`config.mk`:
```
export PLATFORM = sky130hd
export DESIGN_NAME = tdm_demux8
export DESIGN_NICKNAME = d
export VERILOG_FILES = /design/src/rtl/tdm_pkg.sv /design/src/rtl/demux_decode3to8.sv /design/src/rtl/tdm_demux8.sv
export SDC_FILE = /design/constraint.sdc
export NUM_CORES = 1
export LEC_CHECK = 0
export CORE_ASPECT_RATIO = 0.5
export CORE_MARGIN = 2
export CORE_UTILIZATION = 52
export DETAILED_ROUTE_END_ITERATION = 12
export DONT_BUFFER_PORTS = 1
export HOLD_SLACK_MARGIN = 0.03
export PLACE_DENSITY = 0.76
export SETUP_SLACK_MARGIN = 0.15
export SLEW_MARGIN = 25
export SYNTH_ARGS = -nofsm -noshare
export SYNTH_HDL_FRONTEND = slang
export SYNTH_SLANG_ARGS = --single-unit
export TNS_END_PERCENT = 100
```
`constraint.sdc`:
```
create_clock -name clk -period 2.31 [get_ports clk]
set_input_delay 0.3465 -clock clk [delete_from_list [all_inputs] [get_ports clk]]
set_output_delay 0.3465 -clock clk [all_outputs]
set_load 0.02 [all_outputs]
```
`src/rtl/tdm_pkg.sv`:
```
// Shared types and constants for the 8-lane TDM demultiplexer.
// Lane count, select width, FSM encodings and the flat-bus lane-slice helper.
package tdm_pkg;

    localparam int LANES = 8;
    localparam int SEL_W = 3;

    typedef logic [1:0] state_t;

    localparam state_t ST_HUNT = 2'd0;
    localparam state_t ST_RUN  = 2'd1;
    localparam state_t ST_ADDR = 2'd2;

    // Low bit index of lane k inside a flat LANES*width bus.
    function automatic int lane_lo(input int lane, input int width);
        return lane * width;
    endfunction

endpackage

```
`src/rtl/demux_decode3to8.sv`:
```
// 3-to-8 one-hot decoder shared by the shadow-write and addressed-write paths.
module demux_decode3to8
    import tdm_pkg::*;
(
    input  logic [SEL_W-1:0] idx,
    output logic [LANES-1:0] onehot
);

    always_comb begin
        onehot      = '0;
        onehot[idx] = 1'b1;
    end

endmodule

```
`src/rtl/tdm_demux8.sv`:
```
// 1-to-8 TDM demultiplexer: rebuilds eight registered channels from a framed
// serial lane, or writes single lanes directly in addressed mode.
module tdm_demux8 #(
    parameter int DATA_W = 1,
    parameter int LANES  = 8
) (
    input  logic                        clk,
    input  logic                        rst,
    input  logic                        mode,
    input  logic [DATA_W-1:0]           din,
    input  logic                        din_valid,
    input  logic                        sof,
    input  logic [tdm_pkg::SEL_W-1:0]   sel,
    output logic [LANES*DATA_W-1:0]     dout,
    output logic                        frame_valid,
    output logic [LANES-1:0]            lane_strobe,
    output logic [tdm_pkg::SEL_W-1:0]   slot,
    output logic                        sync_err
);
    import tdm_pkg::*;

    state_t                          state;
    state_t                          eff_state;
    logic [SEL_W-1:0]                slot_q;
    logic [SEL_W-1:0]                dec_idx;
    logic [LANES-1:0]                dec;
    logic [LANES-1:0][DATA_W-1:0]    dout_q;
    logic [LANES-2:0][DATA_W-1:0]    shadow;

    // Mode acts on the same edge it changes, so a beat on the switching
    // edge is handled under the new mode.
    always_comb begin
        eff_state = state;
        if (mode)
            eff_state = ST_ADDR;
        else if (state == ST_ADDR)
            eff_state = ST_HUNT;
    end

    assign dec_idx = (eff_state == ST_ADDR) ? sel : slot_q;

    demux_decode3to8 u_dec (
        .idx    (dec_idx),
        .onehot (dec)
    );

    always_ff @(posedge clk or posedge rst) begin
        if (rst) begin
            state       <= ST_HUNT;
            slot_q      <= '0;
            shadow      <= '0;
            dout_q      <= '0;
            frame_valid <= 1'b0;
            lane_strobe <= '0;
            sync_err    <= 1'b0;
        end else begin
            frame_valid <= 1'b0;
            lane_strobe <= '0;
            sync_err    <= 1'b0;
            state       <= eff_state;

            case (eff_state)
                ST_ADDR: begin
                    slot_q <= '0;
                    if (state != ST_ADDR)
                        shadow <= '0;
                    if (din_valid) begin
                        for (int k = 0; k < LANES; k++)
                            if (dec[k])
                                dout_q[k] <= din;
                        lane_strobe <= dec;
                    end
                end

                ST_HUNT: begin
                    if (din_valid && sof) begin
                        shadow    <= '0;
                        shadow[0] <= din;
                        slot_q    <= SEL_W'(1);
                        state     <= ST_RUN;
                    end
                end

                ST_RUN: begin
                    if (din_valid) begin
                        if (sof) begin
                            // A misplaced sof restarts the frame rather than dropping it.
                            sync_err  <= (slot_q != '0);
                            shadow    <= '0;
                            shadow[0] <= din;
                            slot_q    <= SEL_W'(1);
                        end else if (slot_q == '0) begin
                            sync_err <= 1'b1;
                            state    <= ST_HUNT;
                        end else if (slot_q == SEL_W'(LANES - 1)) begin
                            dout_q      <= {din, shadow};
                            frame_valid <= 1'b1;
                            slot_q      <= '0;
                        end else begin
                            for (int k = 0; k < LANES - 1; k++)
                                if (dec[k])
                                    shadow[k] <= din;
                            slot_q <= slot_q + SEL_W'(1);
                        end
                    end
                end

                default: state <= ST_HUNT;
            endcase
        end
    end

    for (genvar k = 0; k < LANES; k++) begin : g_lane
        assign dout[lane_lo(k, DATA_W) +: DATA_W] = dout_q[k];
    end

    assign slot = slot_q;

endmodule

```
# After elaboration in Yosys (flattened, before gate mapping)
# Cells that the tools add are included.
# totals
reg_bits	30
in_bits	9
output_inout_bits	21
wordCells	123
# classes
add_sub_neg	1
n_lt_le_gt_ge	2
eq_ne	29
n_mux	48
n_reduce_logical	23
# op_table
cell	n
AND reduction 7 bit	15
2-to-1 mux 8 bit	7
2-to-1 mux 7 bit	6
!= test 2 bit (second input constant)	15
!= test 3 bit (second input constant)	9
case mux 7 bit (3 select lines)	1
2-to-1 mux 1 bit	18
2-to-1 mux 3 bit	6
case mux 8 bit (2 select lines)	1
2-to-1 mux 2 bit	6
case mux 3 bit (3 select lines)	1
case mux 2 bit (3 select lines)	1
nonzero test 3 bit	2
== test 2 bit (second input constant)	2
< comparator 3 x 4 -> 1 bit (second input constant)	1
AND reduction 4 bit	1
adder 3 x 1 -> 3 bit (second input constant)	1
demux 1 bit (select 3 bit)	1
== test 3 bit (second input constant)	1
greater-or-equal comparator 3 x 1 -> 1 bit (second input constant)	1
logical NOT 3 bit	1
== test 2 x 1 -> 1 bit (second input constant)	1
logical AND 1 bit	2
logical NOT 2 bit	1
other kinds (2)	2

# Depth between registers and ports, before layout
# Gate-level depths: netlist of the first run.
# depth
depth_word	15
mapped_depth	9
depth_no_buf	9

# By module
# From an unflattened synthesis of the first run, not the netlist that was laid out.
# unflattened
cells_unflattened	159
hier_area_um2	1615.3
# modules_own_cells
module	instances	cells_per_inst	area_each_um2	seq_area_each_um2
tdm_demux8	1	151	1550.2	750.7
demux_decode3to8	1	8	65.1	0.0

# Worst setup path before layout of the first run
# No wires, ideal clock.
# synth_path
path_type	register -> register
start	register slot_q[1], in the netlist slot[1]
end	register dout_q, in the netlist dout[7]
setup_ps	128
t_arrival_ps	1995
required_ps	2182
setup_slack_ps	188
path_stages_with_launch	7
n_path_buf	0
period_less_slack_ps	2122
path_cell_list	dfrtp_1 -> ha_1 -> ha_1 -> inv_2 -> o41a_4 -> a21oi_1 -> mux2_1
# synth_between
elab_chain_len	7
word_cells_on_any_way	12
cone_classes	order compare: 2; eq/ne: 4; mux: 3; reduce/logical: 3
# synth_lines
item	line_no	source
start: declaration	tdm_demux8.sv:24	logic [SEL_W-1:0] slot_q;
start signal: assignment	tdm_demux8.sv:103	slot_q <= slot_q + SEL_W'(1);
2-to-1 mux 3 bit	tdm_demux8.sv:40	assign dec_idx = (eff_state == ST_ADDR) ? sel : slot_q;
< comparator 3 x 4 -> 1 bit (implied by the code) / greater-or-equal comparator 3 x 1 -> 1 bit (equally long branches)	demux_decode3to8.sv:11	onehot[idx] = 1'b1;
logical AND 1 bit (implied by the code)	demux_decode3to8.sv:11	
2-to-1 mux 1 bit (implied by the code)	demux_decode3to8.sv:11	
demux 1 bit (select 3 bit)	--	
!= test 2 bit (no source line)	--	
AND reduction 7 bit (no source line) (*)	--	
end signal: indexed assignment	tdm_demux8.sv:70	dout_q[k] <= din;
end signal: assignment	tdm_demux8.sv:96	dout_q <= {din, shadow};
end: declaration	tdm_demux8.sv:27	logic [LANES-1:0][DATA_W-1:0] dout_q;
# Mark *: on every way between the ends. The rest lies on a longest branch, timed or not.
# A chain may end at the register's enable or synchronous reset.

# Worst setup path in the final report of the first run
# layout_path
start	register slot_q[1], in the netlist slot[1]
end	register shadow[1] (netlist bit)
# layout_between
elab_chain_len	7
word_cells_on_any_way	12
cone_classes	order compare: 2; eq/ne: 4; mux: 3; reduce/logical: 3
# layout_lines
item	line_no	source
2-to-1 mux 3 bit	tdm_demux8.sv:40	
< comparator 3 x 4 -> 1 bit (implied by the code) / greater-or-equal comparator 3 x 1 -> 1 bit (equally long branches)	demux_decode3to8.sv:11	
logical AND 1 bit (implied by the code)	demux_decode3to8.sv:11	
2-to-1 mux 1 bit (implied by the code)	demux_decode3to8.sv:11	
demux 1 bit (select 3 bit)	--	
!= test 3 bit (no source line)	--	
AND reduction 7 bit (no source line) (*)	--	
end signal: indexed assignment	tdm_demux8.sv:102	shadow[k] <= din;
end: declaration	tdm_demux8.sv:28	logic [LANES-2:0][DATA_W-1:0] shadow;
# Marks and branches as above.

==> results.md, run 1 <==
* Outcome: finished clean
* Initial antenna violation count at 0
* Count of flip-flops with a built-in enable after synthesis at 0
* Initial standard-cell utilization of the core at 54.9%
* Mean number of vias per cell at 6.17
* Number of global-route vias before repair at 1220
* Final weighted congestion in routability-driven placement at 0.888
* I/O Pins at 30
* Netlist area before placement at 1650 µm²
* Share of the clock period used by the worst path at 89.2%
* Clock tree from TritonCTS: yes
* Clock insertion delay at the later pin of the skew report at 0.29 ns
* Leakage Power at 0.000824 µW
* Synthesized Nets at 181
* Most numerous cell on the critical path: sky130_fd_sc_hd__ha_1
* Share of flip-flops with an asynchronous set or reset at 100%
* Synth Warn # at 0
* I/O Buffers at 0
* Cells along the critical path: ha_1, ha_1, or3b_1, a2111o_1, nand2b_4, o21ai_1
* Final net count at 184
* Fraction of layout cells with a size suffix above 1 at 17.4%
* Die extent in x at 83.7 µm
* Post-layout min period at 2.06 ns
* Global-route congestion overflow total at 0
* Area of the core at 3010 µm²
* Clock transition at the registers of the reported paths at 0.07 ns
* Max-capacitance violation count at 0
* Deepest level of the CTS H-tree at 2
* Unrepaired setup endpoints after global routing: no
* Largest fanout on the critical path at 8
* First-pass GRT wire length at 6110 µm
* Worst IR Drop VDD at 0.506 mV
* Die Area at 3670 µm²
* Post-synthesis sequential area ratio at 45.4%
* Setup Skew at 0.00369 ns
* Highest-count cells in the layout ignoring fill and taps: sky130_fd_sc_hd__dfrtp_1 (28), sky130_fd_sc_hd__a21oi_1 (16), sky130_fd_sc_hd__o21ai_1 (14)
* Final-report setup violation count at 0
* Most frequent standard cell in the layout excluding fill and tap cells: sky130_fd_sc_hd__dfrtp_1
* Class of the most critical setup path: reg -> reg
* Arrival time of the worst setup path at 2.28 ns
* Total detailed-routing wirelength at 3580 µm
* Relative slew slack at 66.7%
* Worst hold slack at 0.0230 ns
* Slowest-stage cell, CP: sky130_fd_sc_hd__dfrtp_2
* Post-detailed-route count of antenna-violating nets at 0
* Syn_area_per_cell at 9.84 µm²
* Final TNS setup at 0 ns
* Kind of cell with the highest combined delay on the critical path: compound AO/OA/AOI/OAI gates
* Number of iterations in the first detailed-routing pass at 4
* Gate Count Post-Synth at 168
* Antenna diode instance count at 0
* Count of final hold-check violations at 0
* Per-cell routed wire length at 16.9 µm
* Critical Path Sink Type: flop
* Buffers & Inverters on Critical Path at 0
* Total vias in the final route at 1309
* Max Root-Sink Buffers at 2
* Detailed Route Iter0 Violations at 60
* Die Y at 43.9 µm
* Highest clock rate at 485 MHz
* Crit-path max cell delay at 0.46 ns
* Total GRT Usage at 22.1%
* Number of buffers inserted during clock tree synthesis at 5
* CTS Root Cell: sky130_fd_sc_hd__clkbuf_8
* Maximum number of pins on one net before global-route repair at 31
* Critical path startpoint category: flop
* Slew at the pin closest to its max-slew limit at 0.485 ns
* Clock net sink count at 30
* Register bit count reported by yosys at 30
* Cts-stage hold buffer count at 0
* Half-perimeter wire length after detailed placement at 2520 µm
* Max Transition Viols Final at 0
* Classification of the worst-slack hold path: in -> async
* Synth unique cells at 44
* Ratio of total power to cell area at 779 nW/µm²
* Primary FF master, synth: sky130_fd_sc_hd__dfrtp_1
* DR DRC count at 0
* Synthesis-to-finish area growth at 12.0%
* WP data required at 2.53 ns
* Row count at 14
[metrics by stage]
stage	util (%)	power [µW]	instances	setup slack (ns)	area (µm²)
3_3_place_gp	56.2	778	203	0.263	1690
2_1_floorplan	-	759	168	0.188	1650
5_1_grt	61.5	1500	212	0.167	1850
6_report	61.5	1440	212	0.250	1850
4_1_cts	60.9	1450	211	0.160	1840
3_5_place_dp	56.2	782	203	0.175	1690
[state kept, by name, indices dropped and copies added (netlist names)]
register,flops
state,2
sync_err,1
dout,8
lane_strobe,8
frame_valid,1
shadow,7
slot,3
[logic make-up after synthesis]
group                    count (synthesis)  share of synthesized area [%]
AO/OA/AOI/OAI                           61                           23.8
adder cells (fa/ha/maj)                  4                           3.03
buffers and inverters                   20                           5.37
flip-flops                              30                           45.4
multiplexers                             7                           4.47
AND/OR/NAND/NOR                         46                           17.9
[worst paths after layout]
path                                 from        end  slack, ns  cells after the start
worst max-delay path              slot[1]  shadow[1]       0.25                      6
worst min-delay path                  rst    dout[1]       0.02                      2
min in group clk                     mode   state[1]       0.09                      0
max in group asynchronous             rst    slot[0]       1.99                      2
worst min register to register  shadow[3]  shadow[3]       0.51                      2
worst max register to register    slot[1]  shadow[1]       0.25                      6
[metal layers]
layer / wire (µm) / vias up / part of all wire, % / GRT usage, %
li1: - / 624 / - / -
met1: 1730 / 632 / 48 / 31.1
met2: 1540 / 48 / 43 / 31.5
met3: 271 / 5 / 7.6 / 8.19
met4: 31 / 0 / 0.87 / 8.06
met5: 0 / - / 0 / 0
[where the power goes]
group / internal, µW / total, µW / leakage [µW] / switching, µW
combinational: 65.3 / 151 / 0.000357 / 85.8
sequential: 560 / 623 / 0.000396 / 63.1
clock: 460 / 668 / 0.0000714 / 208
[layout make-up]
cell class / instances / area [µm²]
Clock inverter: 2 / 60.1
Tap cell: 40 / 50.0
Timing Repair Buffer: 7 / 52.6
Clock buffer: 6 / 82.6
Fill cell: 270 / 1160
Sequential cell: 30 / 753
Multi-Input combinational cell: 118 / 820
Inverter: 9 / 33.8
[synthesized netlist by cell type, drive strengths merged, types with 5 or more instances]
cell | n | area [µm²]
nand2 | 7 | 33.8
nand2b | 6 | 52.6
buf | 5 | 32.5
dfrtp | 30 | 751
o31ai | 10 | 75.1
nor2 | 7 | 26.3
inv | 9 | 33.8
o21ai | 18 | 90.1
a21oi | 16 | 80.1
clkbuf | 6 | 22.5
nor3 | 6 | 30.0
[what timing repair did]
item / in CTS / in global routing
gates resized for setup: 0 / 4
setup endpoints to repair: 0 / 9
buffers inserted: 0 / 1
(Power assumes the default switching activity.)
==> inputs of run 2 (changes only) <==
==> constraint.sdc (replaced) <==
create_clock -name clk -period 2.6 [get_ports clk]
set_input_delay 0.39 -clock clk [delete_from_list [all_inputs] [get_ports clk]]
set_output_delay 0.39 -clock clk [all_outputs]
set_load 0.02 [all_outputs]
==> run 2 against run 1 <==
Highest routed layer unchanged. Final area down 4.1%. Critical path depth unchanged. Clock power down 41%. Routed wire length up 0.28%. Worst hold slack better by 0.042 ns. Largest power group is now sequential cells. Critical path type unchanged.
==> results.md, run 2 (synthesized netlist as in run 1, its figures left out) <==
* Outcome: finished clean
* Final-report setup violation count at 0
* Clock net sink count at 30
* Critical Path Sink Type: flop
* Max Root-Sink Buffers at 2
* Top layer in use: met4
* Share of the clock period used by the worst path at 86.1%
* Maximum number of pins on one net before global-route repair at 31
* Area of the core at 3010 µm²
* Final TNS setup at 0 ns
* Max-capacitance violation count at 0
* Slew at the pin closest to its max-slew limit at 0.575 ns
* Detailed-routed wire length on met2 at 1470 µm
* Final net count at 182
* Number of buffers inserted to repair setup after CTS at 0
* Capturing point of the worst reg2reg path: dout[7]
* Classification of the worst-slack hold path: in -> async
* Met3 wire len at 335 µm
* I/O Pins at 30
* Post-detailed-route count of antenna-violating nets at 0
* Die extent in x at 83.7 µm
* Clock tree from TritonCTS: yes
* Unrepaired setup endpoints after global routing: no
* Number of iterations in the first detailed-routing pass at 4
* Leakage Power at 0.000802 µW
* WP data required at 2.77 ns
* Worst IR Drop VDD at 0.266 mV
* Detailed Route Iter0 Violations at 123
* R2r startpoint: slot[1]
* Ratio of total power to cell area at 607 nW/µm²
* Mean number of vias per cell at 6.04
* I/O Buffers at 0
* Total detailed-routing wirelength at 3590 µm
* Highest-count cells in the layout ignoring fill and taps: sky130_fd_sc_hd__dfrtp_1 (30), sky130_fd_sc_hd__a21oi_1 (16), sky130_fd_sc_hd__o21ai_1 (14)
* Clock insertion delay at the later pin of the skew report at 0.29 ns
* Worst setup path startpoint: slot[1]
* Slack of the worst reg-to-reg path at 0.36 ns
* Cells resized by post-CTS repair at 0
* CTS Root Cell: sky130_fd_sc_hd__clkbuf_8
* Cts-stage hold buffer count at 0
* Per-cell routed wire length at 17.1 µm
* Final weighted congestion in routability-driven placement at 0.944
* Deepest level of the CTS H-tree at 2
* Highest clock rate at 447 MHz
* Number of global-route vias before repair at 1213
* Die Area at 3670 µm²
* Post-layout min period at 2.24 ns
* Post-layout utilization of the core at 59.0%
* Row count at 14
* Initial antenna violation count at 0
* Arrival time of the worst setup path at 2.41 ns
* Number of buffers inserted during clock tree synthesis at 5
* Critical path startpoint category: flop
* Largest fanout on the critical path at 14
* Most frequent standard cell in the layout excluding fill and tap cells: sky130_fd_sc_hd__dfrtp_1
* Synthesis-to-finish area growth at 7.49%
* Antenna diode instance count at 0
* Die Y at 43.9 µm
* Relative slew slack at 61.5%
* Setup Skew at 0.00334 ns
* Clock transition at the registers of the reported paths at 0.06 ns
* DRT met1 WL at 1720 µm
* Class of the most critical setup path: reg -> reg
* Initial standard-cell utilization of the core at 54.9%
* Register-to-Register Path Depth at 6
* Fraction of layout cells with a size suffix above 1 at 13.5%
* Global-route congestion overflow total at 0
* Half-perimeter wire length after detailed placement at 2510 µm
* First-pass GRT wire length at 6170 µm
* Count of final hold-check violations at 0
* DR DRC count at 0
* Total vias in the final route at 1269
* Total GRT Usage at 22.4%
* Max Transition Viols Final at 0
## run 2: cell types whose count changed in the layout (fill, tap and decap cells not counted), moves of 2 or more
cell	before	now
sky130_fd_sc_hd__buf_4	7	5
sky130_fd_sc_hd__bufinv_16	2	0
sky130_fd_sc_hd__dfrtp_1	28	30
sky130_fd_sc_hd__dfrtp_2	2	0
## run 2: how the worst max path moves through the flow
| stage | to |
|---|---|
| 6_report | dout[7] |
| 5_1_grt | dout[7] |
| 4_1_cts | dout[7] |
| 3_5_place_dp | dout[7] |
| 3_3_place_gp | dout[7] |
| 2_1_floorplan | dout[7] |
## run 2: worst max-delay path, cell delays in order, from the launching register on
cell	delay, ns
sky130_fd_sc_hd__dfrtp_1	0.49
sky130_fd_sc_hd__ha_1	0.20
sky130_fd_sc_hd__ha_1	0.29
sky130_fd_sc_hd__inv_2	0.07
sky130_fd_sc_hd__o41a_4	0.58
sky130_fd_sc_hd__a21oi_1	0.16
sky130_fd_sc_hd__mux2_1	0.34
## run 2: per-layer routing
| metal | track usage, % | vias to the layer above |
|---|---|---|
| met2 | 30.4 | 52 |
| met1 | 32.0 | 599 |
| met3 | 8.00 | 7 |
| met5 | 0 | - |
| li1 | - | 611 |
| met4 | 10.6 | 0 |
## run 2: final cells by class
class | count | area [µm²]
fillers | 252 | 1240
multi-input cells | 118 | 813
flip-flops and latches | 30 | 751
clock buffers | 7 | 86.3
well taps | 40 | 50.0
repair buffers | 5 | 37.5
inverters | 9 | 33.8
clock inverters | 1 | 5.00
## run 2: through the flow
| step | power, µW | area [µm²] | instances | worst slack, ns | hold WS [ns] |
|---|---|---|---|---|---|
| after floorplan | 674 | 1650 | 168 | 0.478 | 0.458 |
| after CTS | 1090 | 1780 | 210 | 0.378 | 0.0727 |
| final | 1080 | 1780 | 210 | 0.362 | 0.0653 |
| after global routing | 1130 | 1780 | 210 | 0.252 | 0.0967 |
| after detailed placement | 695 | 1690 | 202 | 0.398 | 0.379 |
| after global placement | 691 | 1690 | 202 | 0.473 | 0.376 |
## run 2: report_power, final
group	total, µW	internal, µW	switching [µW]
Clock	393	213	179
Sequential	554	497	56.4
Combinational	132	56.8	75.5
Total	1080	767	311
